$ cat src/rtl/ifu_fetch_queue.sv
// Pipelined instruction fetch: owns the fetch PC, keeps up to FQ_DEPTH AXI-lite
// reads in flight and buffers returned instructions for the IDU in a FIFO.
module ifu_fetch_queue #(
  parameter int unsigned     XLEN     = 64,
  parameter int unsigned     ADDR_W   = 32,
  parameter int unsigned     DATA_W   = 64,
  parameter int unsigned     FQ_DEPTH = 4,
  parameter logic [XLEN-1:0] RESET_PC = 64'h0000_0000_8000_0000
) (
  input  logic              clk,
  input  logic              rst,
  input  logic              fetch_hold,
  input  logic              isIntrPC,
  input  logic              is_jump,
  input  logic [XLEN-1:0]   IntrPC,
  input  logic [XLEN-1:0]   JumpPc,
  output logic              ARVALID,
  output logic [ADDR_W-1:0] ARADDR,
  input  logic              ARREADY,
  input  logic              RVALID,
  input  logic [DATA_W-1:0] RDATA,
  input  logic [1:0]        RRESP,
  output logic              RREADY,
  output logic              ifu_valid,
  output logic [31:0]       inst_o,
  output logic [XLEN-1:0]   pc_o,
  output logic              fault_o,
  input  logic              idu_ready
);

  localparam int unsigned    PTR_W    = (FQ_DEPTH > 1) ? $clog2(FQ_DEPTH) : 1;
  localparam int unsigned    CNT_W    = PTR_W + 1;
  localparam logic [CNT_W:0] DEPTH_C  = (CNT_W + 1)'(FQ_DEPTH);
  localparam logic [CNT_W-1:0] CNT_ZERO = {CNT_W{1'b0}};
  localparam logic [CNT_W-1:0] CNT_ONE  = CNT_W'(1'b1);
  localparam logic [PTR_W-1:0] PTR_ZERO = {PTR_W{1'b0}};
  localparam logic [PTR_W-1:0] PTR_ONE  = PTR_W'(1'b1);

  logic [XLEN-1:0]   fetch_pc_q, fetch_pc_d;
  logic              arvalid_q, arvalid_d;
  logic [ADDR_W-1:0] araddr_q, araddr_d;
  logic [CNT_W-1:0]  inflight_q, inflight_d;
  logic [CNT_W-1:0]  drop_q, drop_d;
  logic              ar_stale_q, ar_stale_d;
  logic [PTR_W-1:0]  head_q, head_d, tail_q, tail_d;
  logic [CNT_W-1:0]  count_q, count_d;
  logic [PTR_W-1:0]  rq_head_q, rq_head_d, rq_tail_q, rq_tail_d;

  logic [XLEN-1:0]   fq_pc_q    [FQ_DEPTH];
  logic [31:0]       fq_inst_q  [FQ_DEPTH];
  logic              fq_fault_q [FQ_DEPTH];
  logic [XLEN-1:0]   rq_pc_q    [FQ_DEPTH];

  logic              ar_hs_s, r_hs_s, redirect_s, stale_hs_s, drop_ret_s;
  logic              push_s, pop_s;
  logic [XLEN-1:0]   target_raw_s, target_s, resp_pc_s;
  logic [31:0]       inst_sel_s;
  logic [CNT_W:0]    occ_s;

  assign ar_hs_s      = arvalid_q & ARREADY;
  assign r_hs_s       = RVALID & RREADY;
  assign redirect_s   = isIntrPC | is_jump;
  assign target_raw_s = isIntrPC ? IntrPC : JumpPc;
  assign target_s     = target_raw_s & ~(XLEN'(2'b11));
  assign stale_hs_s   = ar_hs_s & ar_stale_q;
  assign drop_ret_s   = r_hs_s & (drop_q != CNT_ZERO);
  assign push_s       = r_hs_s & (drop_q == CNT_ZERO) & ~redirect_s;
  assign pop_s        = (count_q != CNT_ZERO) & idu_ready;
  // Responses return in request order, so the oldest tracked request PC owns this beat.
  assign resp_pc_s    = rq_pc_q[rq_head_q];

  if (DATA_W == 64) begin : g_data64
    assign inst_sel_s = resp_pc_s[2] ? RDATA[63:32] : RDATA[31:0];
  end else begin : g_data32
    assign inst_sel_s = RDATA[31:0];
  end

  assign RREADY    = rst;
  assign ARVALID   = arvalid_q;
  assign ARADDR    = araddr_q;
  assign ifu_valid = (count_q != CNT_ZERO);
  assign inst_o    = fq_inst_q[head_q];
  assign pc_o      = fq_pc_q[head_q];
  assign fault_o   = fq_fault_q[head_q];

  // Next-state for counters, fetch PC, queue pointers and the AR channel.
  always_comb begin
    inflight_d = inflight_q;
    drop_d     = drop_q;
    ar_stale_d = ar_stale_q;
    fetch_pc_d = fetch_pc_q;
    head_d     = head_q;
    tail_d     = tail_q;
    count_d    = count_q;
    rq_head_d  = rq_head_q;
    rq_tail_d  = rq_tail_q;
    arvalid_d  = 1'b0;
    araddr_d   = araddr_q;
    occ_s      = {(CNT_W + 1){1'b0}};

    if (ar_hs_s && !r_hs_s) begin
      inflight_d = inflight_q + CNT_ONE;
    end else if (!ar_hs_s && r_hs_s) begin
      inflight_d = inflight_q - CNT_ONE;
    end else begin
      inflight_d = inflight_q;
    end

    if (ar_hs_s) begin
      rq_tail_d = rq_tail_q + PTR_ONE;
    end else begin
      rq_tail_d = rq_tail_q;
    end
    if (r_hs_s) begin
      rq_head_d = rq_head_q + PTR_ONE;
    end else begin
      rq_head_d = rq_head_q;
    end

    // Everything accepted but not yet returned after this cycle becomes stale on a redirect.
    if (redirect_s) begin
      drop_d = inflight_d;
    end else if (stale_hs_s && !drop_ret_s) begin
      drop_d = drop_q + CNT_ONE;
    end else if (!stale_hs_s && drop_ret_s) begin
      drop_d = drop_q - CNT_ONE;
    end else begin
      drop_d = drop_q;
    end

    if (redirect_s && arvalid_q && !ARREADY) begin
      ar_stale_d = 1'b1;
    end else if (ar_hs_s) begin
      ar_stale_d = 1'b0;
    end else begin
      ar_stale_d = ar_stale_q;
    end

    if (redirect_s) begin
      fetch_pc_d = target_s;
    end else if (ar_hs_s && !ar_stale_q) begin
      fetch_pc_d = fetch_pc_q + XLEN'(3'd4);
    end else begin
      fetch_pc_d = fetch_pc_q;
    end

    if (redirect_s) begin
      head_d  = PTR_ZERO;
      tail_d  = PTR_ZERO;
      count_d = CNT_ZERO;
    end else begin
      head_d = pop_s ? (head_q + PTR_ONE) : head_q;
      tail_d = push_s ? (tail_q + PTR_ONE) : tail_q;
      if (push_s && !pop_s) begin
        count_d = count_q + CNT_ONE;
      end else if (!push_s && pop_s) begin
        count_d = count_q - CNT_ONE;
      end else begin
        count_d = count_q;
      end
    end

    // A new request is only raised if its response is guaranteed a FIFO slot.
    occ_s = {1'b0, inflight_d} + {1'b0, count_d};
    if (arvalid_q && !ARREADY) begin
      arvalid_d = 1'b1;
      araddr_d  = araddr_q;
    end else if (!fetch_hold && !ar_stale_d && (occ_s < DEPTH_C)) begin
      arvalid_d = 1'b1;
      araddr_d  = fetch_pc_d[ADDR_W-1:0];
    end else begin
      arvalid_d = 1'b0;
      araddr_d  = araddr_q;
    end
  end

  // State registers with synchronous active-low reset.
  always_ff @(posedge clk) begin
    if (!rst) begin
      fetch_pc_q <= RESET_PC;
      arvalid_q  <= 1'b0;
      araddr_q   <= {ADDR_W{1'b0}};
      inflight_q <= CNT_ZERO;
      drop_q     <= CNT_ZERO;
      ar_stale_q <= 1'b0;
      head_q     <= PTR_ZERO;
      tail_q     <= PTR_ZERO;
      count_q    <= CNT_ZERO;
      rq_head_q  <= PTR_ZERO;
      rq_tail_q  <= PTR_ZERO;
      for (int i = 0; i < FQ_DEPTH; i++) begin
        fq_pc_q[i]    <= {XLEN{1'b0}};
        fq_inst_q[i]  <= 32'h0000_0000;
        fq_fault_q[i] <= 1'b0;
        rq_pc_q[i]    <= {XLEN{1'b0}};
      end
    end else begin
      fetch_pc_q <= fetch_pc_d;
      arvalid_q  <= arvalid_d;
      araddr_q   <= araddr_d;
      inflight_q <= inflight_d;
      drop_q     <= drop_d;
      ar_stale_q <= ar_stale_d;
      head_q     <= head_d;
      tail_q     <= tail_d;
      count_q    <= count_d;
      rq_head_q  <= rq_head_d;
      rq_tail_q  <= rq_tail_d;
      if (push_s) begin
        fq_pc_q[tail_q]    <= resp_pc_s;
        fq_inst_q[tail_q]  <= inst_sel_s;
        fq_fault_q[tail_q] <= (RRESP != 2'b00);
      end else begin
        fq_pc_q[tail_q]    <= fq_pc_q[tail_q];
        fq_inst_q[tail_q]  <= fq_inst_q[tail_q];
        fq_fault_q[tail_q] <= fq_fault_q[tail_q];
      end
      if (ar_hs_s) begin
        rq_pc_q[rq_tail_q] <= fetch_pc_q;
      end else begin
        rq_pc_q[rq_tail_q] <= rq_pc_q[rq_tail_q];
      end
    end
  end

endmodule
$ cat config.mk
export PLATFORM = sky130hd
export DESIGN_NAME = ifu_fetch_queue
export DESIGN_NICKNAME = d
export VERILOG_FILES = /design/src/rtl/ifu_fetch_queue.sv
export SDC_FILE = /design/constraint.sdc
export NUM_CORES = 1
export LEC_CHECK = 0
export ABC_AREA = 0
export BUFFER_PORTS_ARGS = -buffer_cell sky130_fd_sc_hd__buf_2
export CELL_PAD_IN_SITES_DETAIL_PLACEMENT = 1
export CELL_PAD_IN_SITES_GLOBAL_PLACEMENT = 1
export CORE_AREA = 2 2 311 375
export CTS_BUF_LIST = sky130_fd_sc_hd__clkbuf_4 sky130_fd_sc_hd__clkbuf_8
export DETAILED_ROUTE_END_ITERATION = 8
export DIE_AREA = 0 0 313 377
export GPL_TIMING_DRIVEN = 0
export PLACE_DENSITY_LB_ADDON = 0.1
export SETUP_SLACK_MARGIN = 0.2
export SYNTH_ARGS = -nofsm -noshare
export SYNTH_HDL_FRONTEND = slang
export SYNTH_SLANG_ARGS = --single-unit
$ cat constraint.sdc
create_clock -name clk -period 8.9 [get_ports clk]
set_input_delay 1.78 -clock clk [delete_from_list [all_inputs] [get_ports clk]]
set_output_delay 1.78 -clock clk [all_outputs]
set_load 0.05 [all_outputs]
==> metrics.md, run 1 <==
| Metric | Value |
|---|---|
| Post-synthesis net count | `2,743` |
| Sequential area share after synthesis | `0.636` |
| Max frequency | `roughly 170 MHz` |
| Share of layout cells above drive strength 1 | `0.256` |
| CP startpoint | `rst` |
| First-pass GRT wire length | `164,000 microns` |
| Critical path endpoint category | `flop` |
| Run status | `completed` |
| Sequential share of power | `0.492` |
| Largest net degree at the start of global routing | `between 40 and 50` |
| Detail Route Antenna Nets | `0` |
| Power Density | `roughly 210 nW/um^2` |
| Root Driver | `clkbuf_8` |
| Internal | `around 6.1 mW` |
| Fin crit period | `between 5000 and 6000 ps` |
| EDFF count, synth | `~640` |
| Post-DP HPWL | `78,800 microns` |
| Hold crit path type | `flop to flop` |
| Commonest cells after routing, fill and taps aside | `edfxtp_1, buf_2, nor2_1` |
| Hold depth | `2` |
| Storage cell area | `21,700 sq um` |
| Clock Skew | `approximately 33 ps` |
| CP Data Arrival Time | `between 6000 and 7000 ps` |
| Setup crit start kind | `input pin` |
| Post-CTS sizing | `0` |
| Power, Total | `about 8.4 mW` |
| Largest area contributor in the netlist | `edfxtp_1` |
| CP required | `roughly 9600 ps` |
| Placement Rows | `136` |
| Slew margin rel. | `0.179` |
| Async S/R FF share, synth | `0` |
| WL/cell | `around 24 microns` |
| Crit-path max FO | `10` |
| Hold_buf cts | `0` |
| Commonest non-fill, non-tap cell in the layout | `edfxtp_1` |
| RSZ-0062 raised after global routing | `false` |
| Area Overhead vs Synth | `19.8%` |
| Cells after Synth | `approximately 2,500` |
| Gr usage total | `0.190` |
| Via count | `approximately 22,000` |
| 1st-pass router iterations | `7` |
| Core area | `114,000 sq um` |
| Gr ovfl total | `0` |
| Inserted Clock Buffers | `about 140` |
| Synth area leaders | `edfxtp_1, mux4_2, dfxtp_1` |
| CP Capture Point | `ARADDR[15]` |
| Combinational power share | `0.115` |
| Vias in the first global route | `25,000` |
| Insertion delay to the later sink of the worst-skew pair | `slightly above 800 ps` |
| Clk slew on worst S/H paths | `roughly 60 ps` |
| Ys Warns | `0` |
| Critical path class | `input pin to flop` |
| Leakage power | `around 16 nW` |
| Power share of the clock group | `0.393` |
| Setup_tns | `0 ps` |
| Max clock buf depth | `3` |
| Placer Congestion | `between 0.7 and 0.8` |
| CTS sink count | `~760` |
| Antenna violations before repair | `11` |
| Avg Inst Size Synth | `between 10 and 15 sq um` |
| Final setup vio count | `0` |
| Reg2reg end | `ARADDR[15]` |
| Initial Utilization | `0.299` |
| Total Wirelength | `~110,000 microns` |
| Max-Cap Viols | `0` |
| I/O pin cnt | `approximately 330` |
| Die span in y | `~380 microns` |
| R2R Path Start | `drop_q[0]` |
| CTS tree | `built` |
| FF-to-FF setup slack | `roughly 3900 ps` |
| Mapped cell area | `34,100 sq um` |
| Fill count | `around 12,000` |
| Post-route clock period utilization | `0.662` |
| Synth cell types | `71` |
| Drt via density | `roughly 4.8` |
| PortBufs | `329` |
| Worst vdd ir | `around 0.14 mV` |
| Slew @ Worst Pin | `~1200 ps` |
| P_sw | `2.27 mW` |
| Ys flop type | `edfxtp_1` |
| Reg2Reg Depth | `12` |
| Die width | `around 310 microns` |
| # DRC | `0` |
| Multi-input logic area | `about 11,000 sq um` |
| Switching Share | `0.270` |
| Die area | `~120,000 sq um` |
| Final Hold Vio Count | `0` |
| Fin. max-slew vios | `0` |
| Nets | `roughly 3,200` |
| Top cell type's share of synthesized area | `0.564` |
| Post-CTS setup-driven buffer insertion count | `0` |
| CTS H-tree depth | `4` |
| Yosys reg bits | `roughly 760` |
| 1st-iter DRT viols | `about 1,200` |
## routing by layer
layer | up-vias | GRT usage | share of wire
met5 | - | 0 | 0.00012
met4 | 2 | 0.0570 | 0.025
met3 | 151 | 0.0402 | 0.050
met2 | 620 | 0.333 | 0.51
met1 | 11400 | 0.234 | 0.42
li1 | 10300 | - | -
## state kept, by name, indices dropped and copies added (netlist names), named ones only
| name | flops |
|---|---|
| ARADDR | 32 |
| ARVALID | 1 |
| ar_stale_q | 1 |
| count_q | 3 |
| drop_q | 3 |
| fetch_pc_q | 64 |
| fq_fault_q | 4 |
| fq_inst_q | 128 |
| fq_pc_q | 256 |
| head_q | 2 |
| inflight_q | 3 |
| rq_head_q | 2 |
| rq_pc_q | 256 |
| rq_tail_q | 2 |
| tail_q | 2 |
## kinds of logic after synthesis
family	Yosys count	share of synthesized area
XOR/XNOR	73	0.0191
AND/OR/NAND/NOR	1017	0.155
multiplexers	197	0.117
buffers and inverters	289	0.0333
adder cells (fa/ha/maj)	9	0.00352
flip-flops	763	0.636
AO/OA/AOI/OAI	184	0.0368
## power groups by stage
stage | clock, mW | sequential [mW] | combinational, mW
finish | 3.30 | 4.14 | 0.966
global route | 3.55 | 4.16 | 1.04
CTS | 3.42 | 4.14 | 0.991
detailed placement | 0 | 4.22 | 0.988
global placement | 0 | 4.24 | 0.954
floorplan | 0 | 4.28 | 0.507
## how the worst min path moves through the flow
stage	start	to	slack, ps
6_report	ARADDR[5]	ARADDR[5]	470
4_1_cts	ARADDR[5]	ARADDR[5]	470
3_3_place_gp	fq_fault_q[1]	fq_fault_q[1]	460
3_5_place_dp	ARADDR[5]	ARADDR[5]	450
5_1_grt	ARADDR[0]	ARADDR[0]	500
2_1_floorplan	fq_fault_q[2]	fq_fault_q[2]	450
## stage by stage
stage,area [sq um],std cells,util,setup WS [ps],hold slack [ps]
CTS,40800,4644,0.358,2980,471
finish,40900,4649,0.358,3010,472
global route,40800,4645,0.358,2630,502
floorplan,34100,2532,-,1820,448
detailed placement,38100,4396,0.334,2080,447
global placement,37700,4379,0.330,-3290,460
## cell usage after synthesis (5+ instances only)
cell type and n:
mux4_2 161, o21ai_0 46, buf_2 26, o22a_1 7, a22oi_1 9, and2_1 203
ha_1 8, xnor2_1 61, nand2b_1 38, nor4_1 19, a21oi_1 17, clkbuf_1 124
and3_1 137, nor2_1 285, o211ai_1 15, dfxtp_1 122, nand4_1 27, a222oi_1 5
a31oi_1 14, o21ai_1 6, nor3_1 23, nand3_1 36, edfxtp_1 641, o2bb2ai_1 8
inv_1 109, a22o_1 28, nand2_1 202, buf_1 23, o22ai_1 11, mux2i_1 35
xor2_1 11
## area by class of cell
cell class,instances,share of cell area
flip-flops and latches,763,0.531
inverters,110,0.0101
clock buffers,204,0.0603
clock inverters,44,0.00588
multi-input cells,1480,0.278
diodes,5,0.000306
repair buffers,346,0.0502
well taps,1518,0.0465
plain buffers,179,0.0177
## worst max-delay path: stages
cell and delay [ps]:
buf_2 110, buf_4 210, or3b_2 450, buf_2 240, nor2_4 440, clkbuf_1 690
o21ai_0 210, o21ai_0 270, nor2_1 100, ha_1 220, nor4_1 390, nand3_1 150
a41oi_2 640, nor2_1 390, o22a_1 270
Power figures use the tool's default switching activity.
==> inputs of run 2 (changes only) <==
--- a/config.mk
+++ b/config.mk
@@ -5,14 +5,14 @@
 export SDC_FILE = /design/constraint.sdc
 export NUM_CORES = 1
 export LEC_CHECK = 0
-export ABC_AREA = 0
+export ABC_AREA = 1
 export BUFFER_PORTS_ARGS = -buffer_cell sky130_fd_sc_hd__buf_2
 export CELL_PAD_IN_SITES_DETAIL_PLACEMENT = 1
 export CELL_PAD_IN_SITES_GLOBAL_PLACEMENT = 1
-export CORE_AREA = 2 2 311 375
+export CORE_AREA = 2 2 315 379
 export CTS_BUF_LIST = sky130_fd_sc_hd__clkbuf_4 sky130_fd_sc_hd__clkbuf_8
 export DETAILED_ROUTE_END_ITERATION = 8
-export DIE_AREA = 0 0 313 377
+export DIE_AREA = 0 0 317 381
 export GPL_TIMING_DRIVEN = 0
 export PLACE_DENSITY_LB_ADDON = 0.1
 export SETUP_SLACK_MARGIN = 0.2
==> constraint.sdc (replaced) <==
create_clock -name clk -period 5.4 [get_ports clk]
set_input_delay 1.08 -clock clk [delete_from_list [all_inputs] [get_ports clk]]
set_output_delay 1.08 -clock clk [all_outputs]
set_load 0.05 [all_outputs]
==> metrics.md, run 2 <==
| Metric | Value |
|---|---|
| I/O pin cnt | `334 (unchanged)` |
| 1st-pass router iterations | `5 (-2)` |
| Max-Cap Viols | `0 (unchanged)` |
| Area Overhead vs Synth | `18.9%` |
| CP required | `4320 ps (-5270 ps)` |
| Slew margin rel. | `0.170 (-0.00815)` |
| Crit-path max FO | `10 (unchanged)` |
| Largest registers | `fq_pc_q (256), rq_pc_q (256), fq_inst_q (128)` |
| Synth area leaders | `edfxtp_1, nor2_1, dfxtp_1` |
| CP Data Arrival Time | `3880 ps (-2710 ps)` |
| Multi-input logic area | `11,300 sq um (-0.20%)` |
| Final Hold Vio Count | `0 (unchanged)` |
| Worst vdd ir | `0.247 mV (+71%)` |
| Hold crit path type | `flop to flop` |
| Sequential area share after synthesis | `0.620 (-0.0154)` |
| Storage cell area | `21,700 sq um (unchanged)` |
| Critical path's most frequent cell | `clkbuf_2` |
| Vias in the first global route | `30,100 (+20%)` |
| Insertion delay to the later sink of the worst-skew pair | `850 ps (+20 ps)` |
| Inserted Clock Buffers | `138 (+1.5%)` |
| # DRC | `0 (unchanged)` |
| CP Cell Sequence | `clkbuf_2 -> inv_1 -> clkbuf_2 -> clkbuf_1 -> o21ai_0 -> o22ai_1 -> buf_2` |
| Commonest cells after routing, fill and taps aside | `nor2_1, edfxtp_1, nand2_1` |
| Total Wirelength | `132,000 microns (+18%)` |
| Ys Warns | `0 (unchanged)` |
| Post-DP HPWL | `95,800 microns (+22%)` |
| Leakage power | `15.3 nW (-2.8%)` |
| Top cell type's share of synthesized area | `0.550 (-0.0137)` |
| Die span in y | `381 microns (+1.1%)` |
| Critical path class | `flop to output port` |
| Antenna violations before repair | `1 (-10)` |
| CTS H-tree depth | `4 (unchanged)` |
| Setup crit start kind | `flop` |
| Detail Route Antenna Nets | `0 (unchanged)` |
| Gr usage total | `0.218 (+0.0279)` |
| Drt via density | `4.93 (+1.9%)` |
| Async S/R FF share, synth | `0 (unchanged)` |
| Synth Area in Compound Gates | `0.118 (+0.0816)` |
| CTS tree | `built` |
| First-pass GRT wire length | `193,000 microns (+18%)` |
| Share of layout cells above drive strength 1 | `0.157 (-0.0991)` |
| Critical-path top delay cell | `clkbuf_1` |
| RSZ-0062 raised after global routing | `false` |
| Via count | `28,600 (+27%)` |
| Post-Synth Adder-Cell Area | `0.00344 (-0.0000854)` |
| Max frequency | `slightly above 200 MHz` |
| Nets | `4,384 (+36%)` |
| Commonest non-fill, non-tap cell in the layout | `nor2_1` |
| Largest area contributor in the netlist | `edfxtp_1` |
| Power, Total | `13.8 mW (+64%)` |
| Max clock buf depth | `3 (unchanged)` |
| Initial Utilization | `0.298 (-0.000564)` |
| Critical path endpoint category | `output port` |
| Synth cell types | `42 (-41%)` |
| WL/cell | `22.8 microns (-5.3%)` |
| Final setup vio count | `0 (unchanged)` |
| Gr ovfl total | `0 (unchanged)` |
| Largest net degree at the start of global routing | `71 (+48%)` |
| Largest family of logic cells by synthesized area | `simple AND/OR/NAND/NOR gates` |
| Avg Inst Size Synth | `9.47 sq um (-30%)` |
| Critical path's largest stage delay | `500 ps (-190 ps)` |
| Slew @ Worst Pin | `1240 ps (+12.2 ps)` |
| Multiplexer share of the synthesized area | `0 (-0.117)` |
| Mapped cell area | `35,000 sq um (+2.5%)` |
| 1st-iter DRT viols | `1,657 (+36%)` |
| Die area | `121,000 sq um (+2.4%)` |
| Run status | `completed` |
| Core area | `117,000 sq um (+2.7%)` |
| Delay-heaviest family, CP | `buffers and inverters` |
| Clock Skew | `41.4 ps (+8.72 ps)` |
| Clk slew on worst S/H paths | `70 ps (about the same)` |
| Die width | `317 microns (+1.3%)` |
| Fin crit period | `4960 ps` |
| Most frequent cells after synthesis | `nor2_1, edfxtp_1, nand2_1` |
| Crit path buffers/inverters | `5 (+1)` |
| Fin Hold WS | `471 ps (-1.53 ps)` |
| Fin. max-slew vios | `0 (unchanged)` |
| EDFF count, synth | `641 (unchanged)` |
| Post-synthesis net count | `3,904 (+42%)` |
| Top-count cell post-synth | `nor2_1` |
| Ys flop type | `edfxtp_1` |
| Power Density | `332 nW/um^2 (+61%)` |
| Root Driver | `clkbuf_8` |
| Placer Congestion | `0.875 (+10%)` |
| Fill count | `13,600 (+11%)` |
| PortBufs | `328 (-0.30%)` |
| Post-route clock period utilization | `0.918` |
| Post-Synth Simple-Gate Area | `0.199 (+0.0447)` |
| Xor-xnor portion of the synthesized cell area | `0.00175 (-0.0174)` |
| Core Util, Final | `0.355 (-0.00312)` |
| Yosys reg bits | `763 (unchanged)` |
| Cells after Synth | `3,693 (+46%)` |
| Placement Rows | `138 (+1.5%)` |
| CTS sink count | `763 (unchanged)` |
==> run 2: cell count changes in the layout (fill, tap and decap cells not counted), moves of 48 or more <==
cell | previous run | this run
nand3_1 | 36 | 129
inv_1 | 109 | 271
nor2_1 | 285 | 955
o21ai_0 | 44 | 263
a32o_1 | 0 | 63
o22ai_1 | 11 | 96
and2_1 | 203 | 0
nand2_1 | 197 | 474
mux4_2 | 161 | 0
and3_1 | 137 | 2
a22oi_1 | 9 | 57
a21oi_1 | 17 | 127
xnor2_1 | 61 | 0
nor3_1 | 23 | 76
==> run 2: cell type report <==
type	count	share of cell area
Sequential cell	763	0.522
Multi-Input combinational cell	2420	0.273
Clock buffer	209	0.0601
Timing Repair Buffer	340	0.0471
Tap cell	1540	0.0463
Inverter	284	0.0258
Buffer	226	0.0223
Clock inverter	27	0.00394
Antenna cell	1	0.0000602
==> run 2: what timing repair did <==
action / in CTS / in global routing
setup endpoints to repair: 97 / 0
hold buffers: 0 / 0
resized for setup: 5 / 0
setup buffers: 0 / 0
==> run 2: tightest hold or removal path: stages, from the launching register on <==
cell,delay (ps)
dfxtp_1,310
nand3_1,70
nand2_1,40
==> run 2: through the flow <==
stage | TNS (ps) | worst slack (ps) | instance area (sq um) | cells
floorplan | 0 | 678 | 35000 | 3693
global placement | -1176090 | -2800 | 38500 | 5561
detailed placement | 0 | 536 | 38900 | 5573
CTS | 0 | 253 | 41600 | 5809
global route | 0 | 241 | 41600 | 5810
finish | 0 | 443 | 41600 | 5810
==> run 2: cells by family (layout without fill, tap and decap cells) <==
| family | Yosys count | in the layout |
|---|---|---|
| xor+xnor | 7 | 7 |
| simple gates | 1718 | 1718 |
| buf+inv | 510 | 1086 |
| other cells | 0 | 1 |
| flops | 763 | 763 |
| compound gates | 686 | 686 |
| fa+ha+maj | 9 | 9 |
==> run 2: worst paths after layout <==
check | startpoint | endpoint | slack, ps | cells after the start
worst max-delay path | flop | pc_o[39] | 440 | 7
worst max register to register | drop_q[1] | fq_pc_q[1][52] | 1980 | 10
worst min-delay path | ARADDR[30] | ARADDR[30] | 470 | 2
worst min register to register | ARADDR[30] | ARADDR[30] | 470 | 2
==> run 2: metal layers <==
metal  vias to the layer above  GRT usage  part of all wire
li1                      13600          -                 -
met1                     14100      0.264              0.42
met2                       674      0.385              0.50
met3                       226     0.0379             0.040
met4                         0     0.0804             0.035
met5                         -          0                 0
==> run 2: power breakdown <==
part	internal (mW)	total, mW	switching, mW
combinational	0.390	1.56	1.17
clock	2.98	5.47	2.49
sequential	6.66	6.79	0.126
total	10.0	13.8	3.78
